===== src/rtl/fsb_node_trace_replay.sv =====
// rtl/fsb_node_trace_replay.sv - ROM-driven trace replay engine: stimulus out, checked response in
module fsb_node_trace_replay #(
    parameter int ring_width_p     = 80,
    parameter int rom_addr_width_p = 10,
    parameter int counter_width_p  = 32
) (
    input  logic                        clk_i,
    input  logic                        reset_i,
    input  logic                        en_i,
    input  logic                        v_i,
    input  logic [ring_width_p-1:0]     data_i,
    output logic                        ready_o,
    output logic                        v_o,
    output logic [ring_width_p-1:0]     data_o,
    input  logic                        yumi_i,
    output logic [rom_addr_width_p-1:0] rom_addr_o,
    input  logic [ring_width_p+3:0]     rom_data_i,
    output logic                        done_o,
    output logic                        error_o
);

    localparam logic [3:0] OP_NOP       = 4'd0;
    localparam logic [3:0] OP_SEND      = 4'd1;
    localparam logic [3:0] OP_RECV      = 4'd2;
    localparam logic [3:0] OP_DONE      = 4'd3;
    localparam logic [3:0] OP_WAIT_INIT = 4'd4;
    localparam logic [3:0] OP_WAIT_DEC  = 4'd5;

    logic [rom_addr_width_p-1:0] addr_r, addr_n, addr_inc;
    logic [counter_width_p-1:0]  cnt_r, cnt_n;
    logic                        done_r, done_n;
    logic                        err_r, err_n;
    logic [3:0]                  op;
    logic [ring_width_p-1:0]     payload;
    logic                        active;

    assign op         = rom_data_i[ring_width_p +: 4];
    assign payload    = rom_data_i[ring_width_p-1:0];
    assign active     = en_i & ~done_r;
    assign addr_inc   = addr_r + rom_addr_width_p'(1);
    assign rom_addr_o = addr_r;
    assign data_o     = payload;
    assign done_o     = done_r;
    assign error_o    = err_r;

    // Decode the current trace word: drive handshakes and compute next engine state
    always_comb begin
        v_o     = 1'b0;
        ready_o = 1'b0;
        addr_n  = addr_r;
        cnt_n   = cnt_r;
        done_n  = done_r;
        err_n   = err_r;
        if (active) begin
            case (op)
                OP_NOP: begin
                    addr_n = addr_inc;
                end
                OP_SEND: begin
                    v_o = 1'b1;
                    if (yumi_i) begin
                        addr_n = addr_inc;
                    end
                end
                OP_RECV: begin
                    ready_o = 1'b1;
                    if (v_i) begin
                        if (data_i != payload) begin
                            err_n = 1'b1;
                        end
                        addr_n = addr_inc;
                    end
                end
                OP_DONE: begin
                    done_n = 1'b1;
                end
                OP_WAIT_INIT: begin
                    cnt_n  = payload[counter_width_p-1:0];
                    addr_n = addr_inc;
                end
                OP_WAIT_DEC: begin
                    // Counter reaching zero releases the stall, so it lasts cnt+1 cycles
                    if (cnt_r == '0) begin
                        addr_n = addr_inc;
                    end else begin
                        cnt_n = cnt_r - counter_width_p'(1);
                    end
                end
                default: begin
                    // Illegal opcode is flagged but replay keeps going
                    err_n  = 1'b1;
                    addr_n = addr_inc;
                end
            endcase
        end
    end

    // Engine state registers; reset restarts replay from address 0
    always_ff @(posedge clk_i or negedge reset_i) begin
        if (!reset_i) begin
            addr_r <= '0;
            cnt_r  <= '0;
            done_r <= 1'b0;
            err_r  <= 1'b0;
        end else begin
            addr_r <= addr_n;
            cnt_r  <= cnt_n;
            done_r <= done_n;
            err_r  <= err_n;
        end
    end

endmodule


===== config.mk =====
export PLATFORM = sky130hd
export DESIGN_NAME = fsb_node_trace_replay
export DESIGN_NICKNAME = d
export VERILOG_FILES = /design/src/rtl/fsb_node_trace_replay.sv
export SDC_FILE = /design/constraint.sdc
export NUM_CORES = 1
export LEC_CHECK = 0
export BUFFER_PORTS_ARGS = -buffer_cell sky130_fd_sc_hd__buf_2
export CAP_MARGIN = 20
export CORE_AREA = 2 2 103 105
export DETAILED_ROUTE_END_ITERATION = 10
export DIE_AREA = 0 0 105 107
export PLACE_DENSITY = 0.77
export SKIP_LAST_GASP = 1
export SYNTH_ARGS = -nofsm -noshare
export SYNTH_HDL_FRONTEND = slang
export SYNTH_SLANG_ARGS = --single-unit

===== constraint.sdc =====
create_clock -name clk_i -period 7.68 [get_ports clk_i]
set_clock_uncertainty 0.1 [all_clocks]
set_input_delay 1.152 -clock clk_i [delete_from_list [all_inputs] [get_ports clk_i]]
set_output_delay 1.152 -clock clk_i [all_outputs]
set_load 0.02 [all_outputs]

# --- Word level (Yosys, flattened, before mapping) ---
# Cells that the tools add are included.
word_totals:
  regBits: 44
  latchBits: 0
  ramBits: 0
  romBits: 0
  input_bits: 169
  out_inout_bits: 94
  wordCells: 42
  mem_count: 0
op_classes:
  add_sub_neg: 2
  multipliers: 0
  div_mod_pow: 0
  order_cmp: 0
  eq_ne: 11
  shift: 0
  n_mux: 13
  bitwise: 4
  reduce_logical: 8
ops:
  columns: ["op", "count"]
  rows:
  - ["80-bit != test", 1]
  - ["32-bit one-hot mux with 2 select lines", 1]
  - ["10-bit one-hot mux with 4 select lines", 1]
  - ["32-bit logical NOT", 1]
  - ["32-bit 2-to-1 mux", 1]
  - ["32-bit by 1-bit subtractor with 32-bit output (second input constant)", 1]
  - ["10-bit 2-to-1 mux", 3]
  - ["10-bit by 1-bit adder with 10-bit output (second input constant)", 1]
  - ["2-bit != test (second input constant)", 5]
  - ["4-bit by 2-bit == test with 1-bit output (second input constant)", 2]
  - ["4-bit by 3-bit == test with 1-bit output (second input constant)", 2]
  - ["1-bit 2-to-1 mux", 6]
  - ["5-bit AND reduction", 1]
  - ["5-bit OR reduction", 1]
  - ["4-bit by 1-bit == test with 1-bit output (second input constant)", 1]
  - ["4-bit logical NOT", 1]
  - ["4-bit AND reduction", 1]
  - ["1-bit inverter", 3]
  - ["3-bit AND reduction", 1]
  - ["1-bit one-hot mux with 2 select lines", 1]
  - ["2-bit AND reduction", 1]
  - ["2-bit nonzero test", 1]
  - ["1-bit bitwise AND", 1]

# --- Logic depth before layout (Yosys ltp) ---
# Gate-level depths: netlist (run 1).
logic_depth:
  word_depth: 4
  ltp_mapped: 9
  depth_no_buf: 8

# --- Worst setup path after synthesis (run 1) ---
# Ideal clock, no wire load.
synth_timing:
  path_kind: "in2out"
  start: "input rom_data_i[83]"
  end: "output v_o"
  arrival_time_ps: 1856
  required_ps: 6428
  path_slack_ps: 4572
  path_stages: 3
  n_path_buf: 0
  path_cell_list: "nor2_1 > nand2_1 > nor3_1"
synth_via:
  elab_chain_len: 3
synth_rtl:
  columns: ["element", "line_no", "text"]
  rows:
  - ["from (decl)", "17", "input logic [ring_width_p+3:0] rom_data_i,"]
  - ["4-bit by 1-bit == test with 1-bit output", "55", "case (op)"]
  - ["1-bit 2-to-1 mux", "55", null]
  - ["1-bit 2-to-1 mux", "54", "if (active) begin"]
  - ["to (decl)", "13", "output logic v_o,"]
# No other way between the ends.

# --- Final worst setup path (run 1) ---
layout_timing:
  start: "input en_i"
  end: "register cnt_r[27]"
layout_via:
  elab_chain_len: 2
layout_rtl:
  columns: ["element", "line_no", "text"]
  rows:
  - ["from (decl)", "9", "input logic en_i,"]
  - ["1-bit bitwise AND", "39", "assign active = en_i & ~done_r;"]
  - ["3-bit AND reduction (no source line)", null, null]
  - ["to (signal assigned)", "107", "cnt_r <= cnt_n;"]
  - ["to (decl)", "30", "logic [counter_width_p-1:0] cnt_r, cnt_n;"]
# No other way between the ends.
# A chain may end at the register's enable or synchronous reset.

==> results of run 1 <==
-- routing by layer --
metal	track usage [%]	wire, µm	vias to the layer above	part of all wire [%]
li1	-	-	2031	-
met1	26.2	5030	1960	41
met2	37.8	6370	162	52
met3	3.95	727	20	5.9
met4	4.38	223	0	1.8
met5	0	0	-	0
-- sequential cells by signal, indices dropped and copies added, names as in the netlist --
register	flops
cnt_r	32
done_o	1
error_o	1
rom_addr_o	10
-- final cells by class --
class	count	area share, %
multi-input combinational	351	46.0
timing repair buffer	266	26.8
sequential	44	21.7
tap	136	3.35
clock buffer	7	1.90
inverter	3	0.222
-- how the worst min path moves through the flow --
stage	end	from	slack, ns	cells after the start
after floorplan	cnt_r[8]$_DFFE_PN0P_	cnt_r[8]$_DFFE_PN0P_	0.36	2
after global placement	rom_addr_o[9]$_DFFE_PN0P_	rom_addr_o[9]$_DFFE_PN0P_	0.36	1
after detailed placement	rom_addr_o[9]$_DFFE_PN0P_	rom_addr_o[9]$_DFFE_PN0P_	0.38	1
after CTS	rom_addr_o[9]$_DFFE_PN0P_	rom_addr_o[9]$_DFFE_PN0P_	0.39	1
after global routing	rom_addr_o[9]$_DFFE_PN0P_	rom_addr_o[9]$_DFFE_PN0P_	0.41	1
final	rom_addr_o[9]$_DFFE_PN0P_	rom_addr_o[9]$_DFFE_PN0P_	0.38	1
-- logic make-up (layout without fill, tap and decap cells) --
kind of cell | count (synthesis) | after routing | synth area share [%]
simple gates | 146 | 146 | 20.1
mux | 1 | 1 | 0.274
buf+inv | 102 | 276 | 16.8
xor+xnor | 89 | 89 | 19.0
fa+ha+maj | 2 | 2 | 0.609
compound gates | 113 | 113 | 16.4
flops | 44 | 44 | 26.8
-- worst reg2reg max path: stages, from the launching register on --
cell,delay [ns]
dfrtp_1,0.40
inv_1,0.10
ha_1,0.20
or4b_4,0.51
nor2_1,0.31
nand4b_4,0.19
o21a_1,0.61
nand3_1,0.26
o211ai_1,0.11
-- Yosys cell counts (all sizes together) (2+ instances only) --
cell | n | area [µm²]
buf | 83 | 619
or2 | 2 | 12.5
nand2 | 20 | 75.1
a22oi | 9 | 67.6
nor2 | 37 | 139
nor4 | 16 | 100
o2bb2ai | 4 | 35.0
nand4 | 13 | 81.3
inv | 3 | 11.3
o22ai | 4 | 25.0
clkbuf | 16 | 61.3
xor2 | 50 | 438
nand3 | 12 | 60.1
or4 | 5 | 45.0
or3 | 8 | 50.1
a32oi | 2 | 17.5
a21oi | 39 | 195
a2bb2oi | 3 | 26.3
nand2b | 8 | 50.1
and3 | 2 | 12.5
o31ai | 2 | 15.0
ha | 2 | 25.0
dfrtp | 44 | 1100
o32ai | 2 | 17.5
nor3 | 14 | 103
o21ai | 40 | 204
nand4b | 2 | 32.5
xnor2 | 39 | 342
-- through the flow --
| stage | hold slack [ns] | cell area [µm²] | cells |
|---|---|---|---|
| floorplan | 0.361 | 4110 | 497 |
| global placement | 0.357 | 4940 | 798 |
| detailed placement | 0.377 | 4940 | 798 |
| CTS | 0.393 | 5040 | 805 |
| global route | 0.414 | 5070 | 807 |
| finish | 0.383 | 5070 | 807 |
-- report_power, final --
| part | total, mW | internal [mW] | switching, mW |
|---|---|---|---|
| Clock | 0.163 | 0.0803 | 0.0825 |
| Sequential | 0.404 | 0.312 | 0.0911 |
| Combinational | 0.359 | 0.156 | 0.203 |
| Total | 0.926 | 0.549 | 0.377 |
==> impl_metrics.env, run 1 <==
export IMPL_synthFlopType="dfrtp_1"
export IMPL_cts_root_buf="clkbuf_8"
export IMPL_clock_latency_ns=0.30
export IMPL_synth_cells=497
export IMPL_hpwl_mm=9.95
export IMPL_first_pass_iters=5
export IMPL_path_class="in2reg"
export IMPL_fin_nets=842
export IMPL_worst_slack_ns=4.45
export IMPL_slew_headroom_pct=26.9
export IMPL_end_kind="flip-flop"
export IMPL_gr_total_overflow=0
export IMPL_grt_pass1_vias=3956
export IMPL_async_flop_share_pct=100
export IMPL_fin_setup_tns_ns=0
export IMPL_die_h_um=107
export IMPL_rrSetupSlack_ns=4.73
export IMPL_drt_iter0_drc=287
export IMPL_cts_tree="done"
export IMPL_hold_viol_final=0
export IMPL_yosys_warnings=0
export IMPL_ys_seq_area_share_pct=26.8
export IMPL_ir_drop_v=0.000162
export IMPL_critPathMaxStageDelay_ns=0.93
export IMPL_grt_max_degree=47
export IMPL_die_area_mm2=0.0112
export IMPL_crit_path_end="cnt_r[27]$_DFFE_PN0P_"
export IMPL_area_delta_synth_final_pct=23.6
export IMPL_die_w_um=105
export IMPL_viasPerCell=5.17
export IMPL_reg2reg_to="cnt_r[0]$_DFFE_PN0P_"
export IMPL_drive_above_1_share_pct=42.6
export IMPL_htreeDepth=2
export IMPL_crit_arrival_ns=3.32
export IMPL_cp_depth=6
export IMPL_reg2reg_from="cnt_r[0]$_DFFE_PN0P_"
export IMPL_num_antenna_cells=0
export IMPL_ctsLongestPathBuffers=2
export IMPL_synth_nets=668
export IMPL_synth_cell_types=54
export IMPL_pin_count=263
export IMPL_grt_total_usage_pct=21.0
export IMPL_crit_family="compound AO/OA/AOI/OAI gates"
export IMPL_crit_slowest_cell="o21a_1"
export IMPL_crit_required_ns=7.77
export IMPL_numPortBuffers=262
export IMPL_synth_cell_area_mm2=0.00411
export IMPL_core_area_mm2=0.0101
export IMPL_r2r_cells=8
export IMPL_synth_enable_flop_cells=0
export IMPL_numCtsBuffers=5
export IMPL_num_rows=37
export IMPL_hold_buffers=0
export IMPL_p_per_area_mw_per_mm2=182
export IMPL_cp_num_buf_inv=1
export IMPL_ant_nets=0
export IMPL_routedWlPerCell_um=15.3
export IMPL_wl_mm=12.3
export IMPL_fillers=1006
export IMPL_cts_setup_buffers=0
export IMPL_num_vias=4173
export IMPL_gp_congestion=0.897
export IMPL_crit_fanout=32
export IMPL_crit_chain="buf_2, nand2b_1, nor4b_1, o21a_1, o21ai_0, a22o_1"
export IMPL_hp_class="reg2reg"
export IMPL_fin_crit_ns=3.23
export IMPL_worstMarginPinSlew_ns=1.10
export IMPL_fin_util_pct=50.3
export IMPL_final_common_cell="buf_2"
export IMPL_period_share_pct=42.1
export IMPL_start_util_pct=40.7
export IMPL_dp_slack_ns=4.18
export IMPL_power_uw=926
export IMPL_finalMaxSlewViolations=0
export IMPL_rsz0062_at_grt="no"
export IMPL_power_leakage_nw=2.37
export IMPL_setup_violations_final=0
export IMPL_maxCapViolCount=0
export IMPL_multi_input_area_mm2=0.00233
export IMPL_mostFrequentLayoutCells="buf_2, xor2_1, dfrtp_1"
export IMPL_crit_start="en_i"
export IMPL_drc=0
export IMPL_avgSynthCellArea_um2=8.26
export IMPL_clk_pin_slew_ns=0.08
export IMPL_antenna_found_initial=0
export IMPL_start_kind="input port"
export IMPL_seqCellArea_mm2=0.00110
export IMPL_status="finished clean"
export IMPL_fmax_mhz=309
export IMPL_grt_pass1_wl_mm=19.0
export IMPL_ys_seq_elements=44
export IMPL_cts_sinks=44
export IMPL_post_cts_resize_count=0
Note: power is estimated with default switching activity, not from simulation.
==> inputs of run 2 (changes only) <==
Settings changed: ABC_AREA set to 1, CORE_AREA 2 2 103 105 to unset, CORE_MARGIN set to 2, CORE_UTILIZATION set to 43, DIE_AREA 0 0 105 107 to unset, PLACE_DENSITY 0.77 to 0.79.
Clock period 7.68 ns to 2.97 ns, I/O delays scaled along.
==> impl_metrics.env, run 2 <==
export IMPL_cts_tree="done"
export IMPL_top_register="cnt_r"
export IMPL_routedWlPerCell_um=11.5
export IMPL_synth_most_common_cell="nand2_1"
export IMPL_fin_nets=1269
export IMPL_grt_pass1_wl_mm=23.1
export IMPL_maxCapViolCount=0
export IMPL_crit_required_ns=3.07
export IMPL_drive_above_1_share_pct=25.9
export IMPL_whs_ns=0.0253
export IMPL_cts_root_buf="clkbuf_16"
export IMPL_hold_viol_final=0
export IMPL_reg2reg_from="cnt_r[0]$_DFFE_PN0P_"
export IMPL_setup_violations_final=0
export IMPL_wl_met3_um=714
export IMPL_grt_max_degree=45
export IMPL_ctsLongestPathBuffers=2
export IMPL_synth_cell_types=32
export IMPL_hpwl_mm=11.8
export IMPL_start_kind="flip-flop"
export IMPL_avgSynthCellArea_um2=5.59
export IMPL_top_layer="met4"
export IMPL_drt_iter0_drc=317
export IMPL_numCtsBuffers=5
export IMPL_fin_setup_tns_ns=0
export IMPL_clk_pin_slew_ns=0.06
export IMPL_core_area_mm2=0.0115
export IMPL_die_area_mm2=0.0128
export IMPL_htreeDepth=2
export IMPL_crit_arrival_ns=2.41
export IMPL_period_share_pct=77.6
export IMPL_antenna_found_initial=0
export IMPL_async_flop_share_pct=100
export IMPL_synth_cell_area_mm2=0.00514
export IMPL_wl_mm=14.3
export IMPL_viasPerCell=4.57
export IMPL_rrSetupSlack_ns=0.67
export IMPL_finalMaxSlewViolations=0
export IMPL_grt_pass1_vias=5135
export IMPL_fin_crit_ns=2.30
export IMPL_largest_reg_flops=32
export IMPL_status="finished clean"
export IMPL_ir_drop_v=0.000297
export IMPL_mostFrequentLayoutCells="nand2_1, buf_2, nor2_1"
export IMPL_num_antenna_cells=0
export IMPL_yosys_area_top_type="nand2_1"
export IMPL_slew_headroom_pct=66.7
export IMPL_crit_chain="inv_1, ha_1, nand3_2, nor2_4, nand3_2, o21ai_0, nand2_1, inv_1, nand2_1, o21ai_0"
export IMPL_area_delta_synth_final_pct=19.2
export IMPL_hp_class="in2async"
export IMPL_post_cts_resize_count=0
export IMPL_drc=0
export IMPL_grt_total_usage_pct=21.6
export IMPL_cts_sinks=44
export IMPL_yosys_warnings=0
export IMPL_worstMarginPinSlew_ns=0.500
export IMPL_gp_congestion=0.872
export IMPL_fillers=1213
export IMPL_cts_setup_buffers=0
export IMPL_crit_fanout=13
export IMPL_first_pass_iters=5
export IMPL_synthTopCellsByArea="nand2_1, dfrtp_1, buf_4"
export IMPL_path_class="reg2reg"
export IMPL_dr_wl_met2_mm=6.92
export IMPL_fmax_mhz=434
export IMPL_end_kind="flip-flop"
export IMPL_hold_buffers=0
export IMPL_gr_total_overflow=0
export IMPL_synth_top_area_share_pct=24.2
export IMPL_num_rows=39
export IMPL_start_util_pct=44.6
export IMPL_reg2reg_to="rom_addr_o[1]$_DFFE_PN0P_"
export IMPL_power_leakage_nw=3.73
export IMPL_die_w_um=113
export IMPL_synth_nets=1090
export IMPL_power_mw=2.87
export IMPL_numPortBuffers=262
export IMPL_crit_slowest_cell="dfrtp_1"
export IMPL_die_h_um=113
export IMPL_clock_latency_ns=0.28
export IMPL_final_common_cell="nand2_1"
export IMPL_synth_enable_flop_cells=0
export IMPL_rsz0062_at_grt="no"
export IMPL_crit_family="simple AND/OR/NAND/NOR gates"
export IMPL_ys_seq_area_share_pct=21.4
export IMPL_p_per_area_mw_per_mm2=469
export IMPL_cp_num_buf_inv=2
export IMPL_critPathMaxStageDelay_ns=0.37
export IMPL_synth_cells=919
export IMPL_num_vias=5674
export IMPL_r2r_cells=10
export IMPL_drt_met1_wl_mm=6.57
export IMPL_pin_count=263
export IMPL_ant_nets=0
export IMPL_synthFlopType="dfrtp_1"
export IMPL_ys_seq_elements=44
export IMPL_synthTopCellsByCount="nand2_1, nor2_1, inv_1, buf_4, o21ai_0"
==> run 2: changes by cell type after synthesis, sizes merged, moves of 15 or more <==
cell	delta
xnor2	-20
nand2	+312
xor2	-34
nor4	-15
nand3	+24
inv	+134
a21oi	-36
o21ai	+23
nor2	+119
==> run 2: final cells by class <==
cell class	count	area [µm²]	area share (%)
inverters	137	514	8.40
repair buffers	266	1350	22.1
well taps	143	179	2.92
clock buffers	8	146	2.39
flip-flops and latches	44	1100	18.0
multi-input cells	644	2830	46.2
==> run 2: where the power goes <==
group	internal (mW)	switching [mW]	total [mW]
Combinational	0.498	0.794	1.29
Sequential	0.788	0.227	1.02
Clock	0.336	0.229	0.565
Total	1.62	1.25	2.87
==> run 2: metrics by stage <==
stage	cells	utilization, %	setup WS, ns	instance area [µm²]
floorplan	919	-	1.20	5140
global placement	1233	51.7	0.802	5960
detailed placement	1233	51.7	0.699	5960
CTS	1241	53.0	0.675	6100
global route	1242	53.2	0.376	6120
finish	1242	53.2	0.666	6120
==> run 2: kinds of logic (layout without fill, tap and decap cells) <==
family	count (synthesis)	count (layout)	synth area share (%)
buffers and inverters	231	411	23.5
AOI/OAI and AO/OA	72	72	7.53
and+or+nand+nor	535	535	41.0
adders and majority gates	2	2	0.487
DFF	44	44	21.4
xor gates and xnor gates	35	35	6.11
==> run 2: worst max-delay path by stage <==
stage / from / endpoint / slack (ns) / cells after the start
after global placement: cnt_r[0]$_DFFE_PN0P_ / rom_addr_o[1]$_DFFE_PN0P_ / 0.80 / 9
after detailed placement: cnt_r[0]$_DFFE_PN0P_ / rom_addr_o[1]$_DFFE_PN0P_ / 0.70 / 9
after floorplan: cnt_r[0]$_DFFE_PN0P_ / rom_addr_o[0]$_DFFE_PN0P_ / 1.20 / 9
after CTS: cnt_r[0]$_DFFE_PN0P_ / rom_addr_o[1]$_DFFE_PN0P_ / 0.68 / 10
final: cnt_r[0]$_DFFE_PN0P_ / rom_addr_o[1]$_DFFE_PN0P_ / 0.67 / 10
after global routing: cnt_r[0]$_DFFE_PN0P_ / rom_addr_o[4]$_DFFE_PN0P_ / 0.38 / 10
==> run 2: layer usage <==
metal | track usage, % | up-vias
met5 | 0 | -
met4 | 2.68 | 0
met1 | 29.4 | 2461
met2 | 37.5 | 168
met3 | 3.05 | 19
li1 | - | 3026
